==> src/rtl/st_video_pkg.sv <==
// Shared video timing constants: frame lengths, register-select encoding and
// the frame-length helper used by the mode controller.
package st_video_pkg;

  localparam logic [8:0] LINES_MONO = 9'd501;
  localparam logic [8:0] LINES_NTSC = 9'd263;
  localparam logic [8:0] LINES_PAL  = 9'd313;

  localparam logic SEL_SYNC = 1'b0;
  localparam logic SEL_RES  = 1'b1;

  localparam int VSYNC_LINES_DEF = 3;

  // Interlaced colour frames alternate a one-line-shorter odd field.
  function automatic logic [8:0] frame_len_f(input logic mono, input logic ntsc,
                                             input logic il, input logic fld);
    logic [8:0] len;
    if (mono)      len = LINES_MONO;
    else if (ntsc) len = LINES_NTSC;
    else           len = LINES_PAL;
    if (il && !mono && fld) len = len - 9'd1;
    return len;
  endfunction

endpackage

==> src/rtl/vline_cnt.sv <==
// Vertical line counter with wrap compare, registered vsync and frame-start pulse.
module vline_cnt
  import st_video_pkg::*;
#(
  parameter int VSYNC_LINES = VSYNC_LINES_DEF
) (
  input  logic       m2clock,
  input  logic       resb,
  input  logic       hload,
  input  logic [8:0] frame_len,
  output logic [8:0] vsc,
  output logic       wrap,
  output logic       vsync_n,
  output logic       frame_start
);

  localparam logic [8:0] VS_END = 9'(VSYNC_LINES);

  logic [8:0] vsc_nxt;

  // >= rather than == so a mode change that shortens the frame wraps at once
  always_comb begin
    wrap    = hload && (vsc >= frame_len - 9'd1);
    vsc_nxt = vsc;
    if (wrap)       vsc_nxt = '0;
    else if (hload) vsc_nxt = vsc + 9'd1;
  end

  always_ff @(posedge m2clock or negedge resb) begin
    if (!resb) begin
      vsc         <= '0;
      vsync_n     <= 1'b0;
      frame_start <= 1'b0;
    end else begin
      vsc         <= vsc_nxt;
      vsync_n     <= (vsc_nxt >= VS_END);
      frame_start <= wrap;
    end
  end

endmodule

==> src/rtl/timing_mode_ctl.sv <==
// Video timing mode controller: CPU-written shadow mode registers applied at
// line/frame boundaries, driving the vertical line counter.
module timing_mode_ctl
  import st_video_pkg::*;
#(
  parameter int         VSYNC_LINES = VSYNC_LINES_DEF,
  parameter logic [1:0] MODE_RESET  = 2'b00
) (
  input  logic       m2clock,
  input  logic       resb,
  input  logic       cpu_we,
  input  logic       cpu_sel,
  input  logic [1:0] cpu_d,
  input  logic       hload,
  output logic       mde1,
  output logic       mde1b,
  output logic       ntsc,
  output logic       interlace,
  output logic [8:0] vsc,
  output logic       vsync_n,
  output logic       field,
  output logic       frame_start
);

  logic       sh_mono, sh_ntsc, sh_il;
  logic       eff_mono, eff_ntsc, eff_il;
  logic       wr_sync, wr_res;
  logic       wrap;
  logic [8:0] frame_len;

  assign wr_sync = cpu_we && (cpu_sel == SEL_SYNC);
  assign wr_res  = cpu_we && (cpu_sel == SEL_RES);

  // A write coinciding with an applying hload goes straight through
  assign eff_mono = wr_res  ? cpu_d[0] : sh_mono;
  assign eff_ntsc = wr_sync ? cpu_d[1] : sh_ntsc;
  assign eff_il   = wr_sync ? cpu_d[0] : sh_il;

  assign frame_len = frame_len_f(mde1, ntsc, interlace, field);
  assign mde1b     = ~mde1;

  always_ff @(posedge m2clock or negedge resb) begin
    if (!resb) begin
      sh_mono   <= 1'b0;
      sh_ntsc   <= MODE_RESET[1];
      sh_il     <= MODE_RESET[0];
      mde1      <= 1'b0;
      ntsc      <= MODE_RESET[1];
      interlace <= MODE_RESET[0];
      field     <= 1'b0;
    end else begin
      if (wr_sync) begin
        sh_ntsc <= cpu_d[1];
        sh_il   <= cpu_d[0];
      end
      if (wr_res) sh_mono <= cpu_d[0];
      if (hload)  mde1 <= eff_mono;
      if (wrap) begin
        ntsc      <= eff_ntsc;
        interlace <= eff_il;
        // field only alternates between two consecutive interlaced colour frames
        field     <= (interlace && !mde1 && eff_il && !eff_mono) ? ~field : 1'b0;
      end
    end
  end

  vline_cnt #(.VSYNC_LINES(VSYNC_LINES)) u_vline_cnt (
    .m2clock     (m2clock),
    .resb        (resb),
    .hload       (hload),
    .frame_len   (frame_len),
    .vsc         (vsc),
    .wrap        (wrap),
    .vsync_n     (vsync_n),
    .frame_start (frame_start)
  );

endmodule

==> config.mk <==
export PLATFORM = sky130hd
export DESIGN_NAME = timing_mode_ctl
export DESIGN_NICKNAME = d
export VERILOG_FILES = /design/src/rtl/st_video_pkg.sv /design/src/rtl/vline_cnt.sv /design/src/rtl/timing_mode_ctl.sv
export SDC_FILE = /design/constraint.sdc
export NUM_CORES = 1
export LEC_CHECK = 0
export ABC_AREA = 1
export CAP_MARGIN = 0
export CORE_UTILIZATION = 46
export CTS_CLUSTER_DIAMETER = 40
export CTS_CLUSTER_SIZE = 20
export DETAILED_ROUTE_END_ITERATION = 8
export PLACE_DENSITY_LB_ADDON = 0.05
export SLEW_MARGIN = 20
export SYNTH_ARGS = -nofsm -noshare
export SYNTH_HDL_FRONTEND = slang
export SYNTH_SLANG_ARGS = --single-unit
==> constraint.sdc <==
create_clock -name m2clock -period 2.2 [get_ports m2clock]
set_clock_uncertainty 0.15 [all_clocks]
set_input_delay 0.44 -clock m2clock [delete_from_list [all_inputs] [get_ports m2clock]]
set_output_delay 0.44 -clock m2clock [all_outputs]
set_load 0.02 [all_outputs]
---- Word level (Yosys, flattened, before mapping) ----
Index checks and enable logic that the tools add are counted.
storage, ports and cells
  bits of input ports ..................... 7
  register bits after elaboration ......... 18
operators by class
  muxes and demuxes ....................... 9
  $add $sub $neg .......................... 3
  bitwise gates (word level) .............. 3
  reductions and logical operators ........ 9
  magnitude comparators ................... 2
operators by type and width
  operator               number
  $mux W9                4
  $sub A9 B1 Y9 const B  2
  $add A9 B1 Y9 const B  1
  $ge A9 B2 Y1 const B   1
  $ge A9 B9 Y1           1
  $logic_and A1 B1 Y1    7
  $mux W6                1
  $mux W1                4
  $not A1 Y1             3
  $logic_not A1 Y1       2

---- Logic depth before layout (Yosys ltp) ----
  word-level depth ........................ 9
  depth in mapped cells ................... 17
  mapped depth without buffers ............ 17

---- Hierarchy ----
Synthesis repeated with hierarchy kept, for this count alone.
unflattened totals
  cells, all modules ...................... 178
  area, all modules ....................... 1297.5 µm²
modules (own cells, without submodules)
  module           times used  cells each  sequential area each (µm²)  area each (µm²)
  vline_cnt        1           135         275.3                       949.7
  timing_mode_ctl  1           43          175.2                       347.8

---- Least setup slack after synthesis ----
OpenSTA, ideal clock, no wires.
  kind .................................... reg2reg
  from .................................... register mde1
  to ...................................... register u_vline_cnt.vsync_n
  stages on the path, launching flop included .. 18
  arrival ................................. 2212 ps
  clock period less this slack ............ 2481 ps
  data required time ...................... 1931 ps
  setup slack ............................. -281 ps
  setup time .............................. 119 ps
  cell sequence ........................... dfrtp_1 inv_1 nand2_1 nor2_1 ha_1 xor2_1 ha_1 nand2_1 nor2_1 nand2_1 nor2_1 nor2_1 nand2_2 nand2_4 nand2_1 nand2_1 nor2_1 nand2_1
between the ends
  cells in the longest elaborated chain, start to end .. 9
  elaborated cells between the ends (all ways) .. 11
ends and longest elaborated chain
  what                                                   RTL line               RTL
  start: declaration                                     timing_mode_ctl.sv:15  output logic mde1,
  start signal: assignment                               timing_mode_ctl.sv:57  if (hload) mde1 <= eff_mono;
  branches (longest 3 deep; another with $sub A9 B1 Y9)  -
  $mux W9 *                                              st_video_pkg.sv:21     if (il && !mono && fld) len = len - 9'd1;
  $sub A9 B1 Y9 *                                        vline_cnt.sv:23        wrap = hload && (vsc >= frame_len - 9'd1);
  $ge A9 B9 Y1 *                                         vline_cnt.sv:23
  $logic_and A1 B1 Y1 *                                  vline_cnt.sv:23
  $mux W9 *                                              vline_cnt.sv:25        if (wrap) vsc_nxt = '0;
  $ge A9 B2 Y1 *                                         vline_cnt.sv:36        vsync_n <= (vsc_nxt >= VS_END);
  end signal: assignment                                 vline_cnt.sv:36
  end: declaration                                       vline_cnt.sv:13        output logic vsync_n,
Every way passes the cells marked *.
A chain may end at the register's enable or synchronous reset.

---- Worst setup path after layout ----
Ends and elaborated chain as after synthesis.

==> implementation parameters <==
Parameter                              Value

Setup path
  Crit path buf inv count    1
  CP Max Fanout    8
  Element type at the critical path start    flop
  Most frequent CP cell    sky130_fd_sc_hd__nand2_1
  CP required    2250 ps
  Chain of cells forming the critical path    nor2_4 -> inv_2 -> ha_4 -> xor2_1 -> ha_1 -> nand2_1 -> nor2_2 -> nand2_1 -> nand3_2 -> nand2_2 -> nand2_2 -> nand2_4 -> o21ai_2 -> nand2_1 -> nor2_1 -> nand2_1
  Category of the worst setup path capture point    flop
  Max incr delay on CP    470 ps
  WP data arrival    2350 ps
  Slowest cell on the critical path    sky130_fd_sc_hd__dfrtp_2
  Classification of the worst setup path    reg2reg
  Delay-heaviest family, CP    simple AND/OR/NAND/NOR gates

Yosys
  Number of distinct standard cells referenced by the synthesized netlist    28
  Number of enable flip-flop cells after synthesis    0
  Main synth FF type    sky130_fd_sc_hd__dfrtp_1
  Synthesized cell area    1200 um^2
  Mapped Nets    167
  Total of warnings raised by yosys    0
  Avg Synthesized Cell Area    8.04 um^2
  Syn Inst Count    149
  Flops & latches, synth    18
  Async set-or-reset flop fraction in the synthesized netlist    100%
  Sequential fraction of the synthesis area    37.6%

Finish
  Final standard cell count with taps included and fillers excluded    219
  Antenna diode count    0
  Area added between synthesis and finish    38.8%
  Most common cell after layout, fill and taps aside    sky130_fd_sc_hd__nand2_1
  Leading cell types in the layout, fill and taps excluded    sky130_fd_sc_hd__nand2_1, sky130_fd_sc_hd__inv_1, sky130_fd_sc_hd__clkdlybuf4s50_1, sky130_fd_sc_hd__dfrtp_1, sky130_fd_sc_hd__buf_4
  Share of post-route cells with drive strength above 1    27.5%
  FILL cells    217
  Sequential cell area    453 um^2
  Multi-input logic area    678 um^2
  Final nets    208

CTS
  CTS tree    built
  Worst-skew pair later-pin latency    300 ps
  H-tree Lvls    1
  Number of sinks driven by the clock tree    18
  Clock edge transition at the registers on the reported setup and hold paths    100 ps
  Count of hold buffers inserted by post-cts repair    0
  Clock tree root buffer cell    sky130_fd_sc_hd__clkbuf_4
  Clock Path Buffers    2
  Number of buffers added by the clock tree synthesis step    3

Route
  Via count of the routed design    1034
  Violation count after the first detailed-route iteration    16
  Count of unresolved DRC violations after routing    0
  Post-route ant nets    0
  Number of vias per cell    4.72
  Post-detailed-route wirelength per cell    11.9 um
  Wire length reported by the detailed router    2610 um
  Pre-antenna DRT Iters    4

STA
  Unrepaired setup endpoints after global routing    yes
  Shortest period the worst path allows    2300 ps
  Timing-limited maximum frequency    435 MHz
  Final period utilization    105%
  Count of endpoints failing hold in the final timing report    0
  Final setup vio count    12
  Pins Over Slew Limit    0
  Setup ws final    -101 ps

Die
  Number of top-level pins    23
  Area of the placeable core    2480 um^2
  Row count    18
  Starting Density    48.3%
  Die ar.    2810 um^2
  Die Ht    53.0 um
  DIE WIDTH    53.0 um

Pwr
  PD cells    1150 nW/um^2
  Switching share of power    43.7%
  NetSw    835 uW
  Sequential cell fraction of total power    29.2%
  Relative contribution of the clock network to total power    10.6%
  Logic gate share of total power    60.2%
  Max IR drop VDD    0.734 mV
  Leakage    0.000898 uW
  Cell internal power dissipation    1080 uW

Flow run
  Number of maximum-capacitance violations    0

Outcome
  Violated checks    setup timing
  Status    complete, but fails checks

Global routing
  Number of global-route vias before repair    946
  Wire length of the first global-routing pass    4170 um
  Number of antenna violations at the first check in global routing    0
  Total global routing overflow    0
  Global-route usage over all layers    21.1%
  Largest net degree at the start of global routing    19

Placement
  PortBufs    22
  Worst-case setup slack after placement    -160 ps
  GP Congestion    0.840
  Cells after DPL    214
  HPWL after DPL    2030 um

Hold path
  Type of the tightest min-delay check    in2async
[layer usage]
metal  vias up  wire length, um  global-route usage (%)
li1        545                -                       -
met2        15             1190                    33.8
met3         4               67                    2.59
met1       470             1320                    29.4
met5         -                0                       0
met4         0               30                    6.58
[logic make-up after synthesis]
family / after synthesis / synth area share, %
buffers and inverters: 30 / 10.7
DFF: 18 / 37.6
and+or+nand+nor: 69 / 28.6
muxes: 2 / 1.78
AOI/OAI and AO/OA: 13 / 5.85
adders and majority gates: 11 / 11.5
other: 1 / 0.313
xor gates and xnor gates: 5 / 3.66
[worst register-to-register path, delay by kind of cell (launching register included)]
family                   cells  cell delay (ps)
AO/OA/AOI/OAI                1               70
AND/OR/NAND/NOR             11              880
flip-flops                   1              470
XOR/XNOR                     1              160
buffers and inverters        1               50
adder cells (fa/ha/maj)      2              430
[synthesized netlist by cell type, types with 2 or more instances]
cell type	number	area, um^2
sky130_fd_sc_hd__a21oi_1	4	20.0
sky130_fd_sc_hd__buf_6	2	22.5
sky130_fd_sc_hd__dfrtp_1	18	450
sky130_fd_sc_hd__ha_1	11	138
sky130_fd_sc_hd__inv_1	26	97.6
sky130_fd_sc_hd__inv_2	2	7.51
sky130_fd_sc_hd__nand2_1	34	128
sky130_fd_sc_hd__nand2_4	4	45.0
sky130_fd_sc_hd__nand3_1	5	25.0
sky130_fd_sc_hd__nand4_1	2	12.5
sky130_fd_sc_hd__nor2_1	15	56.3
sky130_fd_sc_hd__nor2_4	2	22.5
sky130_fd_sc_hd__o21ai_0	4	20.0
sky130_fd_sc_hd__o21ai_1	3	15.0
sky130_fd_sc_hd__xor2_1	4	35.0
[final timing paths]
path | start | end | slack, ps | depth (start not counted)
min in group m2clock | sh_ntsc$_DFF_PN0_ | sh_ntsc$_DFF_PN0_ | 360 | 1
worst max register to register | mde1$_DFFE_PN0P_ | u_vline_cnt.vsync_n$_DFF_PN0_ | -100 | 16
worst max-delay path | mde1$_DFFE_PN0P_ | u_vline_cnt.vsync_n$_DFF_PN0_ | -100 | 16
max in group asynchronous | resb | mde1$_DFFE_PN0P_ | 1380 | 2
worst min-delay path | resb | u_vline_cnt.vsc[8]$_DFF_PN0_ | 310 | 2
worst min register to register | sh_ntsc$_DFF_PN0_ | sh_ntsc$_DFF_PN0_ | 360 | 1
[per-stage QoR]
stage | hold slack [ps] | TNS (ps) | total power, uW | area (um^2) | utilization [%]
final | 312 | -507 | 1910 | 1660 | 67.1
after global routing | 329 | -2440 | 2060 | 1660 | 67.1
after CTS | 317 | -694 | 1870 | 1640 | 66.1
after detailed placement | 337 | -1210 | 1620 | 1580 | 63.8
after global placement | 344 | -436 | 1600 | 1580 | 63.8
after floorplan | -5.59 | -279 | 1180 | 1230 | -
[repair_timing]
action,CTS,global route
endpoints found under the setup margin,13,15
endpoints found under the hold margin,0,0
pin swaps,6,12
resized for setup,8,7
buffers inserted,0,1
[power by group through the flow]
stage | clock network [uW] | registers (uW) | logic [uW]
final | 203 | 558 | 1150
after global routing | 216 | 572 | 1280
after CTS | 206 | 555 | 1110
after detailed placement | 0 | 559 | 1060
after global placement | 0 | 556 | 1050
after floorplan | 0 | 671 | 507
[sequential cells by signal (all words and copies together), names as in the netlist]
signal                   flops
ntsc                         1
u_vline_cnt.frame_start      1
sh_mono                      1
sh_ntsc                      1
u_vline_cnt.vsync_n          1
mde1                         1
interlace                    1
field                        1
sh_il                        1
u_vline_cnt.vsc              9
[cell type report]
cell class	instances	area share (%)
multi-input cells	101	40.8
flip-flops and latches	18	27.3
repair buffers	38	20.9
inverters	28	6.63
well taps	30	2.26
clock buffers	4	2.18
No activity file was read; power rests on OpenSTA's default activity.
